## src/rtl/frog_game_ctrl.sv

```systemverilog
// Frame-rate sequencer for the crossing game: game FSM, player movement,
// lives/level/score bookkeeping and per-lane car step scheduling.
//
// state | meaning
// ------+-----------------------------------------------------------
// TITLE | idle, waiting for any switch to start a new game
// PLAY  | player moves, lanes step, collisions and goals evaluated
// HIT   | player was hit, sprite blinks for HOLD_FRAMES ticks
// GOAL  | crossing scored, goal position shown for HOLD_FRAMES ticks
// OVER  | no lives left, switches locked out for HOLD_FRAMES ticks
module frog_game_ctrl #(
    parameter int H_DISPLAY        = 640,
    parameter int TILE             = 32,
    parameter int PLAYER_W         = 32,
    parameter int START_X          = 304,
    parameter int START_Y          = 416,
    parameter int GOAL_Y           = 0,
    parameter int MOVE_COOLDOWN    = 8,
    parameter int LIVES_INIT       = 3,
    parameter int NUM_LANES        = 4,
    parameter int LANE_PERIOD_BASE = 30,
    parameter int LEVEL_MAX        = 7,
    parameter int HOLD_FRAMES      = 60
) (
    input  logic                 clk,
    input  logic                 rst_n,
    input  logic                 frame_tick,
    input  logic                 sw_up,
    input  logic                 sw_down,
    input  logic                 sw_left,
    input  logic                 sw_right,
    input  logic                 collide,
    output logic [9:0]           player_x,
    output logic [9:0]           player_y,
    output logic [NUM_LANES-1:0] lane_step,
    output logic [1:0]           lives,
    output logic [2:0]           level,
    output logic [13:0]          score,
    output logic [2:0]           state,
    output logic                 flash
);

    localparam int CDW = $clog2(MOVE_COOLDOWN + 1);
    localparam int HW  = $clog2(HOLD_FRAMES + 1);
    localparam int LCW = $clog2(LANE_PERIOD_BASE + 1);

    localparam logic [9:0]     TILE_P    = 10'(TILE);
    localparam logic [9:0]     START_X_P = 10'(START_X);
    localparam logic [9:0]     START_Y_P = 10'(START_Y);
    localparam logic [9:0]     GOAL_Y_P  = 10'(GOAL_Y);
    localparam logic [10:0]    TILE_W    = 11'(TILE);
    localparam logic [10:0]    PW_W      = 11'(PLAYER_W);
    localparam logic [10:0]    START_Y_W = 11'(START_Y);
    localparam logic [10:0]    HDISP_W   = 11'(H_DISPLAY);
    localparam logic [CDW-1:0] COOL_P    = CDW'(MOVE_COOLDOWN);
    localparam logic [HW-1:0]  HOLD_LAST = HW'(HOLD_FRAMES - 1);
    localparam logic [HW-1:0]  HOLD_END  = HW'(HOLD_FRAMES);
    localparam logic [1:0]     LIVES_P   = 2'(LIVES_INIT);
    localparam logic [2:0]     LEVEL_TOP = 3'(LEVEL_MAX);
    localparam logic [14:0]    SCORE_MAX = 15'd9999;

    typedef enum logic [2:0] {
        S_TITLE = 3'd0,
        S_PLAY  = 3'd1,
        S_HIT   = 3'd2,
        S_GOAL  = 3'd3,
        S_OVER  = 3'd4
    } state_t;

    state_t               state_q, state_n;
    logic [9:0]           x_q, x_n, y_q, y_n;
    logic [1:0]           lives_q, lives_n;
    logic [2:0]           level_q, level_n;
    logic [13:0]          score_q, score_n;
    logic [CDW-1:0]       cool_q, cool_n;
    logic [HW-1:0]        hold_q, hold_n;
    logic                 flash_q, flash_n;
    logic [NUM_LANES-1:0] lane_step_q, lane_step_n;
    logic [LCW-1:0]       lane_cnt_q [NUM_LANES];
    logic [LCW-1:0]       lane_cnt_n [NUM_LANES];

    logic                 any_sw;
    logic                 move_ok;
    logic [9:0]           nx, ny;
    logic [HW-1:0]        hold_inc;
    logic [14:0]          goal_pts;
    logic [14:0]          score_sum;

    // Lane period shrinks with level and with lane index, never below 2 frames.
    function automatic logic [LCW-1:0] lane_period(input logic [2:0] lvl, input int lane);
        int p;
        p = LANE_PERIOD_BASE - 3 * int'(lvl) - 2 * lane;
        if (p < 2) p = 2;
        return LCW'(p);
    endfunction

    assign any_sw    = sw_up | sw_down | sw_left | sw_right;
    assign hold_inc  = hold_q + HW'(1);
    assign goal_pts  = 15'(level_q) * 15'd10 + 15'd10;
    assign score_sum = {1'b0, score_q} + goal_pts;

    // State register and all bookkeeping registers.
    always_ff @(posedge clk or negedge rst_n) begin
        if (!rst_n) begin
            state_q     <= S_TITLE;
            x_q         <= START_X_P;
            y_q         <= START_Y_P;
            lives_q     <= LIVES_P;
            level_q     <= '0;
            score_q     <= '0;
            cool_q      <= '0;
            hold_q      <= '0;
            flash_q     <= 1'b0;
            lane_step_q <= '0;
            lane_cnt_q  <= '{default: '0};
        end else begin
            state_q     <= state_n;
            x_q         <= x_n;
            y_q         <= y_n;
            lives_q     <= lives_n;
            level_q     <= level_n;
            score_q     <= score_n;
            cool_q      <= cool_n;
            hold_q      <= hold_n;
            flash_q     <= flash_n;
            lane_step_q <= lane_step_n;
            lane_cnt_q  <= lane_cnt_n;
        end
    end

    // Next-state logic; everything holds except on frame ticks, lane pulses self-clear.
    always_comb begin
        state_n     = state_q;
        x_n         = x_q;
        y_n         = y_q;
        lives_n     = lives_q;
        level_n     = level_q;
        score_n     = score_q;
        cool_n      = cool_q;
        hold_n      = hold_q;
        flash_n     = flash_q;
        lane_step_n = '0;
        for (int i = 0; i < NUM_LANES; i++) lane_cnt_n[i] = lane_cnt_q[i];
        move_ok     = 1'b0;
        nx          = x_q;
        ny          = y_q;

        if (frame_tick) begin
            unique case (state_q)
                S_TITLE: begin
                    if (any_sw) begin
                        state_n = S_PLAY;
                        cool_n  = COOL_P;
                        lives_n = LIVES_P;
                        level_n = '0;
                        score_n = '0;
                        hold_n  = '0;
                        flash_n = 1'b0;
                        x_n     = START_X_P;
                        y_n     = START_Y_P;
                        for (int i = 0; i < NUM_LANES; i++) lane_cnt_n[i] = '0;
                    end
                end

                S_PLAY: begin
                    for (int i = 0; i < NUM_LANES; i++) begin
                        if (lane_cnt_q[i] >= lane_period(level_q, i) - LCW'(1)) begin
                            lane_step_n[i] = 1'b1;
                            lane_cnt_n[i]  = '0;
                        end else begin
                            lane_cnt_n[i] = lane_cnt_q[i] + LCW'(1);
                        end
                    end

                    if (collide) begin
                        x_n    = START_X_P;
                        y_n    = START_Y_P;
                        hold_n = '0;
                        if (lives_q <= 2'd1) begin
                            lives_n = '0;
                            state_n = S_OVER;
                        end else begin
                            lives_n = lives_q - 2'd1;
                            state_n = S_HIT;
                        end
                    end else if (cool_q != '0) begin
                        cool_n = cool_q - CDW'(1);
                    end else begin
                        // Only the highest-priority switch is considered, even if blocked.
                        if (sw_up) begin
                            move_ok = (y_q >= TILE_P);
                            ny      = y_q - TILE_P;
                        end else if (sw_down) begin
                            move_ok = ({1'b0, y_q} + TILE_W <= START_Y_W);
                            ny      = y_q + TILE_P;
                        end else if (sw_left) begin
                            move_ok = (x_q >= TILE_P);
                            nx      = x_q - TILE_P;
                        end else if (sw_right) begin
                            move_ok = ({1'b0, x_q} + TILE_W + PW_W <= HDISP_W);
                            nx      = x_q + TILE_P;
                        end

                        if (move_ok) begin
                            x_n    = nx;
                            y_n    = ny;
                            cool_n = COOL_P;
                            if (ny == GOAL_Y_P) begin
                                state_n = S_GOAL;
                                hold_n  = '0;
                                score_n = (score_sum > SCORE_MAX) ? 14'd9999 : score_sum[13:0];
                                if (level_q < LEVEL_TOP) level_n = level_q + 3'd1;
                            end
                        end
                    end
                end

                S_HIT, S_GOAL: begin
                    if (hold_q == HOLD_LAST) begin
                        state_n = S_PLAY;
                        hold_n  = '0;
                        cool_n  = COOL_P;
                        flash_n = 1'b0;
                        if (state_q == S_GOAL) begin
                            x_n = START_X_P;
                            y_n = START_Y_P;
                        end
                    end else begin
                        hold_n  = hold_inc;
                        flash_n = (state_q == S_HIT) && hold_inc[3];
                    end
                end

                S_OVER: begin
                    if (hold_q >= HOLD_END) begin
                        if (any_sw) begin
                            state_n = S_TITLE;
                            hold_n  = '0;
                        end
                    end else begin
                        hold_n = hold_inc;
                    end
                end

                default: state_n = S_TITLE;
            endcase
        end
    end

    assign player_x  = x_q;
    assign player_y  = y_q;
    assign lane_step = lane_step_q;
    assign lives     = lives_q;
    assign level     = level_q;
    assign score     = score_q;
    assign state     = state_q;
    assign flash     = flash_q;

endmodule

```

## config.mk

```make
export PLATFORM = sky130hd
export DESIGN_NAME = frog_game_ctrl
export DESIGN_NICKNAME = d
export VERILOG_FILES = /design/src/rtl/frog_game_ctrl.sv
export SDC_FILE = /design/constraint.sdc
export NUM_CORES = 1
export LEC_CHECK = 0
export CAP_MARGIN = 5
export CORE_AREA = 2 2 95 120
export CTS_CLUSTER_SIZE = 20
export DETAILED_ROUTE_END_ITERATION = 8
export DIE_AREA = 0 0 97 122
export GPL_TIMING_DRIVEN = 0
export MAX_ROUTING_LAYER = met4
export PLACE_DENSITY_LB_ADDON = 0.2
export SLEW_MARGIN = 20
export SYNTH_ARGS = -nofsm -noshare
export SYNTH_HDL_FRONTEND = slang
export SYNTH_SLANG_ARGS = --single-unit
```

## constraint.sdc

```tcl
create_clock -name clk -period 13.9 [get_ports clk]
set_input_delay 3.475 -clock clk [delete_from_list [all_inputs] [get_ports clk]]
set_output_delay 3.475 -clock clk [all_outputs]
set_load 0.03 [all_outputs]
```

==> impl_metrics.py, run 1 <==
metrics = {
    "timing": {
        "finalWorstPathRequiredPeriod_ns": 6.30,
        "rsz0062_at_grt": "no",
        "fin_crit_sh": 0.453,
        "tightest_slew_ns": 1.03,
        "max_slew_margin": 0.305,
        "setup_viol": 0,
        "worst_clock_skew_ns": 0.00651,
        "timing.fmax_mhz": 159,
        "tns_ns": 0,
        "finalMaxSlewViolations": 0,
        "hold_viol": 0,
    },
    "run": {
        "cap_violations": 0,
    },
    "clock_tree": {
        "cts_tree": "done",
        "clkTransAtPathRegs_ns": 0.06,
        "cts_inserted_buffers": 9,
        "holdBufCountCts": 0,
        "insertion_delay_ns": 0.34,
        "cts.repair.resized": 0,
        "cts.path.max_buffers": 2,
        "cts_sinks": 68,
        "h-tree-depth": 3,
        "cts_root_buf": "clkbuf_16",
        "postCtsSetupBuffers": 0,
    },
    "grt": {
        "grt_pass1_vias": 5122,
        "grtUsageMet1": 0.295,
        "grt_use_met2": 0.442,
        "grt-ovfl-total": 0,
        "use_met3": 0.0367,
        "grt_start_max_net_pins": 37,
        "grt_pass1_wl_um": 23700,
        "antenna_found_initial": 0,
        "grtUsageTotal": 0.251,
        "busiest_layer": "met2",
    },
    "critical_path": {
        "path_buf_inv": 3,
        "path_depth": 10,
        "path_class": "in -> reg",
        "crit_path_end_kind": "flip-flop",
        "ff2ff_path_depth": 19,
        "rr_startpoint": "level[0]",
        "max_stage_delay_ns": 0.84,
        "crit_path_max_fanout": 10,
        "cp_cell_sequence": "clkdlybuf4s50_1 > nor4_1 > nor2b_1 > or3_1 > clkbuf_1 > nor2_1 > a21oi_2 > buf_2 > a32oi_1 > o21ai_0",
        "cp.required_ns": 14.15,
        "critical_path_arrival_ns": 6.55,
        "startpoint": "sw_up",
        "worst_path_max_delay_cell": "nor4_1",
        "crit_family": "simple AND/OR/NAND/NOR gates",
        "startpoint_type": "primary input",
    },
    "layout": {
        "fillerInstances": 916,
        "drive_above_1_share": 0.0801,
        "syn_to_final_growth_pct": 17.7,
        "final_nets": 825,
        "seqCellArea_mm2": 0.00171,
        "multi_input_area_mm2": 0.00382,
        "antenna_cells": 0,
    },
    "synth": {
        "async_reset_ff_frac": 1.00,
        "synthTopCellsByArea": "dfrtp_1 26%, ha_1 15%, nand2_1 4.6%",
        "ys_types": 72,
        "synth.avg_cell_area_um2": 8.55,
        "yosysSeqAreaShare": 0.295,
        "ys_seq_elements": 68,
        "synth_top_area_frac": 0.258,
        "ys_warn_count": 0,
        "syn_area_mm2": 0.00581,
        "synth_top_area_cell": "dfrtp_1",
        "ys.flop_type": "dfrtp_1",
        "syn_inst": 680,
        "synth_edf_count": 0,
    },
    "die": {
        "core-area_mm2": 0.0108,
        "dieArea_mm2": 0.0118,
        "initial_utilization": 0.537,
        "rows": 43,
        "io_pins": 55,
        "die_x_um": 97,
        "fp.dieH_um": 122,
    },
    "power_and_ir_drop": {
        "p_total_mw": 1.32,
        "powerDensity_mw_per_mm2": 192,
        "power_leakage_nw": 3.16,
        "vdd_drop_max_uv": 111,
    },
    "place": {
        "dp_hpwl_um": 10400,
        "io_buffers": 44,
        "gp_congestion": 0.898,
    },
    "routing": {
        "via_per_inst": 5.96,
        "wl_per_cell_um": 16.0,
        "drtIter0Drc": 299,
        "drt_pass1_iterations": 6,
        "vias": 5265,
        "ant_nets": 0,
        "wl_um": 14200,
        "drcViolationCount": 0,
    },
    "run_status": {
        "outcome": "finished, final reports clean",
    },
    "hold_path": {
        "hp-class": "reg -> reg",
        "hp-start": "cool_q[3]",
        "hold_depth": 1,
    },
}
power breakdown:
group          internal [mW]  leakage [nW]  switching, mW
logic                  0.310          2.08          0.439
clock network          0.193         0.179         0.0895
registers              0.238         0.904         0.0459
total                  0.742          3.16          0.574
metal layers:
metal,up-vias,wire (µm)
li1,2566,-
met1,2539,6030
met2,133,7250
met3,27,553
met4,0,316
met5,-,0
layout make-up:
| class | count | share of cell area |
|---|---|---|
| plain buffers | 36 | 0.0256 |
| clock buffers | 9 | 0.0329 |
| clock inverters | 7 | 0.0203 |
| inverters | 38 | 0.0209 |
| multi-input cells | 546 | 0.558 |
| flip-flops and latches | 68 | 0.250 |
| well taps | 135 | 0.0247 |
| repair buffers | 45 | 0.0670 |
state kept, by name, indices dropped and copies added, names as in the netlist:
register and cells:
score 14, lane_cnt_q 20, player_x 6, state 3
level 3, player_y 5, flash 1, cool_q 4
lane_step 4, lives 2, hold_q 6
placed cells by master (no fill, tap or decap), types with 5 or more instances in the layout:
master / instances
or3_1: 5
nor2_1: 47
nand2b_1: 15
clkbuf_16: 9
a21o_1: 24
ha_1: 70
buf_2: 5
xnor2_1: 10
clkbuf_1: 20
nand2_1: 71
or2_2: 8
clkdlybuf4s50_1: 43
dfstp_2: 8
conb_1: 9
and3_1: 5
xor2_1: 20
nor3_1: 12
nor2b_1: 9
nand3_1: 18
o21ai_0: 45
nand4_1: 11
a21oi_1: 38
nor4_1: 5
buf_4: 10
and2_1: 8
a31oi_1: 9
o22ai_1: 5
nand3b_1: 5
a21boi_0: 6
dfrtp_1: 60
o31ai_1: 8
inv_1: 38
cell families (layout without fill, tap and decap cells):
logic type      after synthesis  count (layout)  share of synthesized area
mux                           2               2                    0.00344
buf+inv                      74             135                     0.0547
other cells                   1               9                   0.000645
flops                        68              68                      0.295
xor+xnor                     30              30                     0.0452
simple gates                232             232                      0.199
compound gates              197             197                      0.236
fa+ha+maj                    76              76                      0.166
worst paths after layout:
check | endpoint | slack, ns
worst max-delay path | score[12] | 7.60
max in group asynchronous | player_x[4] | 10.18
worst max register to register | lane_cnt_q[12] | 8.41
worst min register to register | cool_q[3] | 0.50
min in group asynchronous | player_y[6] | 3.09
worst min-delay path | cool_q[3] | 0.50
synth_stat cells, types with 5 or more instances:
library cell,n
a21boi_0,6
a21o_1,24
a21oi_1,38
a31oi_1,9
and2_1,8
and3_1,5
buf_2,5
buf_4,9
clkbuf_1,20
dfrtp_1,60
dfstp_2,8
ha_1,70
inv_1,38
nand2_1,71
nand2b_1,15
nand3_1,18
nand3b_1,5
nand4_1,11
nor2_1,47
nor2b_1,9
nor3_1,12
nor4_1,5
o21ai_0,45
o22ai_1,5
o31ai_1,9
or2_2,8
or3_1,5
xnor2_1,10
xor2_1,20
through the flow:
step | hold slack (ns) | setup slack, ns | util | instance area [µm²] | instances
floorplan | 0.452 | 8.45 | - | 5840 | 688
global placement | 0.481 | 7.03 | 0.597 | 6450 | 867
detailed placement | 0.489 | 7.26 | 0.598 | 6470 | 868
CTS | 0.499 | 7.65 | 0.632 | 6830 | 884
global route | 0.530 | 7.41 | 0.632 | 6840 | 884
finish | 0.499 | 7.60 | 0.632 | 6840 | 884
worst reg2reg max path, cell delays in order (launching register included):
cell and delay [ns]:
dfrtp_1 0.38, clkbuf_1 0.42, inv_1 0.28, ha_1 0.46
xnor2_1 0.57, inv_1 0.19, ha_1 0.27, xor2_1 0.20
and2_1 0.24, maj3_1 0.36, or2_2 0.29, nor2_1 0.10
ha_1 0.25, ha_1 0.28, a21o_1 0.15, a21o_1 0.16
a21o_1 0.16, a21oi_1 0.32, a21oi_1 0.19, nor2_1 0.16
No activity file was read; power rests on OpenSTA's default activity.
==> run 2, diff against run 1 <==
==> constraint.sdc (replaced) <==
create_clock -name clk -period 6.1 [get_ports clk]
set_input_delay 1.525 -clock clk [delete_from_list [all_inputs] [get_ports clk]]
set_output_delay 1.525 -clock clk [all_outputs]
set_load 0.03 [all_outputs]
==> results of run 2 <==
Same layout as run 1 (identical final DEF). Status: finished, final reports clean.
Main changes from that run: setup slack after placement 7.26 ns -> 0.663 ns; setup slack after layout 7.60 ns -> 0.612 ns; start point of the critical path sw_up -> level[0]; end point of the critical path score[12] -> lane_cnt_q[12]; register-to-register setup slack 8.41 ns -> 0.61 ns; total power 1.32 mW -> 3.00 mW; worst IR drop on VDD 111 µV -> 254 µV
==> run 3, diff against run 2 <==
--- a/config.mk
+++ b/config.mk
@@ -12,7 +12,7 @@
 export DIE_AREA = 0 0 97 122
 export GPL_TIMING_DRIVEN = 0
 export MAX_ROUTING_LAYER = met4
-export PLACE_DENSITY_LB_ADDON = 0.2
+export PLACE_DENSITY = 0.74
 export SLEW_MARGIN = 20
 export SYNTH_ARGS = -nofsm -noshare
 export SYNTH_HDL_FRONTEND = slang
==> run 3 against run 2 <==
Against the previous run:
- clock power fell by 4.5%
- global-route usage down 0.25 points
- non-clock buffer count unchanged
- utilization fell by 0.058 points
- final cell count unchanged
- sequential cell count is the same
- cell area barely moved
- routed wire length fell by 0.57%
- via count is 0.42% higher
- count of clock-buffer cells in the layout increased by 1
- die area stayed put
- clock skew shrank 0.0017 ns
- largest cell class unchanged
==> impl_metrics.py, run 3 (synthesized netlist as in run 1, its figures left out) <==
metrics = {
    "run_status": {
        "outcome": "finished, final reports clean",
    },
    "run": {
        "cap_violations": 0,
    },
    "routing": {
        "vias": 5287,
        "drcViolationCount": 0,
        "drtIter0Drc": 350,
        "wl_per_cell_um": 15.9,
        "ant_nets": 0,
        "via_per_inst": 5.98,
        "drt_pass1_iterations": 6,
        "wl_um": 14100,
    },
    "place": {
        "dp_hpwl_um": 10400,
        "io_buffers": 44,
        "gp_congestion": 0.925,
        "place_inst": 868,
    },
    "timing": {
        "setup_viol": 0,
        "finalMaxSlewViolations": 0,
        "tns_ns": 0,
        "finalWorstPathRequiredPeriod_ns": 5.52,
        "max_slew_margin": 0.271,
        "rsz0062_at_grt": "no",
        "timing.fmax_mhz": 181,
        "tightest_slew_ns": 1.09,
        "hold_viol": 0,
        "fin_crit_sh": 0.905,
        "worst_clock_skew_ns": 0.00483,
        "hold_ws_ns": 0.511,
    },
    "layout": {
        "final_cell_count_no_fill": 884,
        "largest_reg_flops": 20,
        "antenna_cells": 0,
        "final_nets": 825,
        "syn_to_final_growth_pct": 17.5,
        "drive_above_1_share": 0.0801,
        "layout_common_cells": "71 x nand2_1, 70 x ha_1, 60 x dfrtp_1",
        "top_register": "lane_cnt_q",
        "mostFrequentLayoutCell": "nand2_1",
    },
    "clock_tree": {
        "cts.repair.resized": 0,
        "insertion_delay_ns": 0.33,
        "postCtsSetupBuffers": 0,
        "cts_sinks": 68,
        "cts_root_buf": "clkbuf_16",
        "cts_inserted_buffers": 9,
        "clkTransAtPathRegs_ns": 0.06,
        "holdBufCountCts": 0,
        "h-tree-depth": 3,
        "cts.path.max_buffers": 2,
        "cts_tree": "done",
    },
    "power_and_ir_drop": {
        "power_leakage_nw": 3.15,
        "p_total_mw": 2.97,
        "powerDensity_mw_per_mm2": 435,
        "p_sw_mw": 1.31,
        "pwr-share-comb": 0.574,
        "p_seq_frac": 0.219,
        "vdd_drop_max_uv": 271,
        "p_int_mw": 1.66,
        "sw_frac_of_total": 0.442,
        "pwr-share-clk": 0.207,
    },
    "critical_path": {
        "cp.required_ns": 6.36,
        "crit_family": "adder cells",
        "crit_path_max_fanout": 10,
        "max_stage_delay_ns": 0.58,
        "worst_path_max_delay_cell": "xnor2_1",
        "ff2ff_setup_slack_ns": 0.58,
        "path_buf_inv": 3,
        "critical_path_arrival_ns": 5.78,
        "crit_path_frequent_cell": "ha_1",
        "path_class": "reg -> reg",
        "crit_path_end_kind": "flip-flop",
        "cp_cell_sequence": "clkbuf_1 > inv_1 > ha_1 > xnor2_1 > inv_1 > ha_1 > xor2_1 > and2_1 > maj3_1 > or2_2 > nor2_1 > ha_1 > ha_1 > a21o_1 > a21o_1 > a21o_1 > a21oi_1 > a21oi_1 > nor2_1",
        "startpoint_type": "flip-flop",
    },
    "die": {
        "initial_utilization": 0.537,
        "dieArea_mm2": 0.0118,
        "rows": 43,
        "core-area_mm2": 0.0108,
        "fp.dieH_um": 122,
        "die_x_um": 97,
        "io_pins": 55,
    },
    "grt": {
        "grt_pass1_wl_um": 23900,
        "antenna_found_initial": 0,
        "grt_pass1_vias": 5121,
        "grt-ovfl-total": 0,
        "grt_start_max_net_pins": 45,
        "grtUsageTotal": 0.248,
    },
    "hold_path": {
        "hp-class": "reg -> reg",
    },
}
run 3: cell count changes in the layout (fill, tap and decap cells not counted), sizes merged:
cell / delta
bufinv: -1
clkbuf: +1
clkinv: -1
clkinvlp: +1
run 3: stage by stage:
| stage | area [µm²] | util | worst slack, ns |
|---|---|---|---|
| after floorplan | 5840 | - | 1.24 |
| after CTS | 6830 | 0.631 | 0.559 |
| final | 6830 | 0.632 | 0.577 |
| after global placement | 6450 | 0.597 | 0.641 |
| after detailed placement | 6480 | 0.599 | 0.572 |
| after global routing | 6830 | 0.632 | 0.114 |
run 3: area by class of cell:
| cell class | instances | area [µm²] |
|---|---|---|
| clock buffers | 10 | 239 |
| clock inverters | 6 | 111 |
| flip-flops and latches | 68 | 1710 |
| plain buffers | 36 | 175 |
| inverters | 38 | 143 |
| multi-input cells | 546 | 3820 |
| repair buffers | 45 | 465 |
| fillers | 924 | 3980 |
| well taps | 135 | 169 |
run 3: routing by layer:
metal / vias to the layer above / part of all wire / track usage
met2: 158 / 0.50 / 0.424
met5: - / 0 / -
met1: 2544 / 0.44 / 0.310
met3: 19 / 0.044 / 0.0304
li1: 2566 / - / -
met4: 0 / 0.013 / 0.0739
run 3: final timing paths:
path                            startpoint              to  depth (start not counted)
worst max-delay path              level[0]  lane_cnt_q[12]                         19
worst min-delay path              score[7]        score[7]                          2
worst max register to register    level[0]  lane_cnt_q[12]                         19
worst min register to register    score[7]        score[7]                          2
max in group asynchronous            rst_n        lives[0]                          2
min in group asynchronous            rst_n       score[11]                          1
run 3: power groups by stage:
stage	clock [mW]	sequential, mW	combinational [mW]
final	0.615	0.652	1.70
after global routing	0.644	0.664	1.95
after CTS	0.627	0.649	1.70
after detailed placement	0	0.653	1.69
after global placement	0	0.650	1.60
after floorplan	0	0.678	1.25
run 3: tightest hold or removal path, cell delays in order, from the launching register on:
cell and delay (ns):
dfrtp_1 0.37, nand2_1 0.06, o31ai_1 0.05
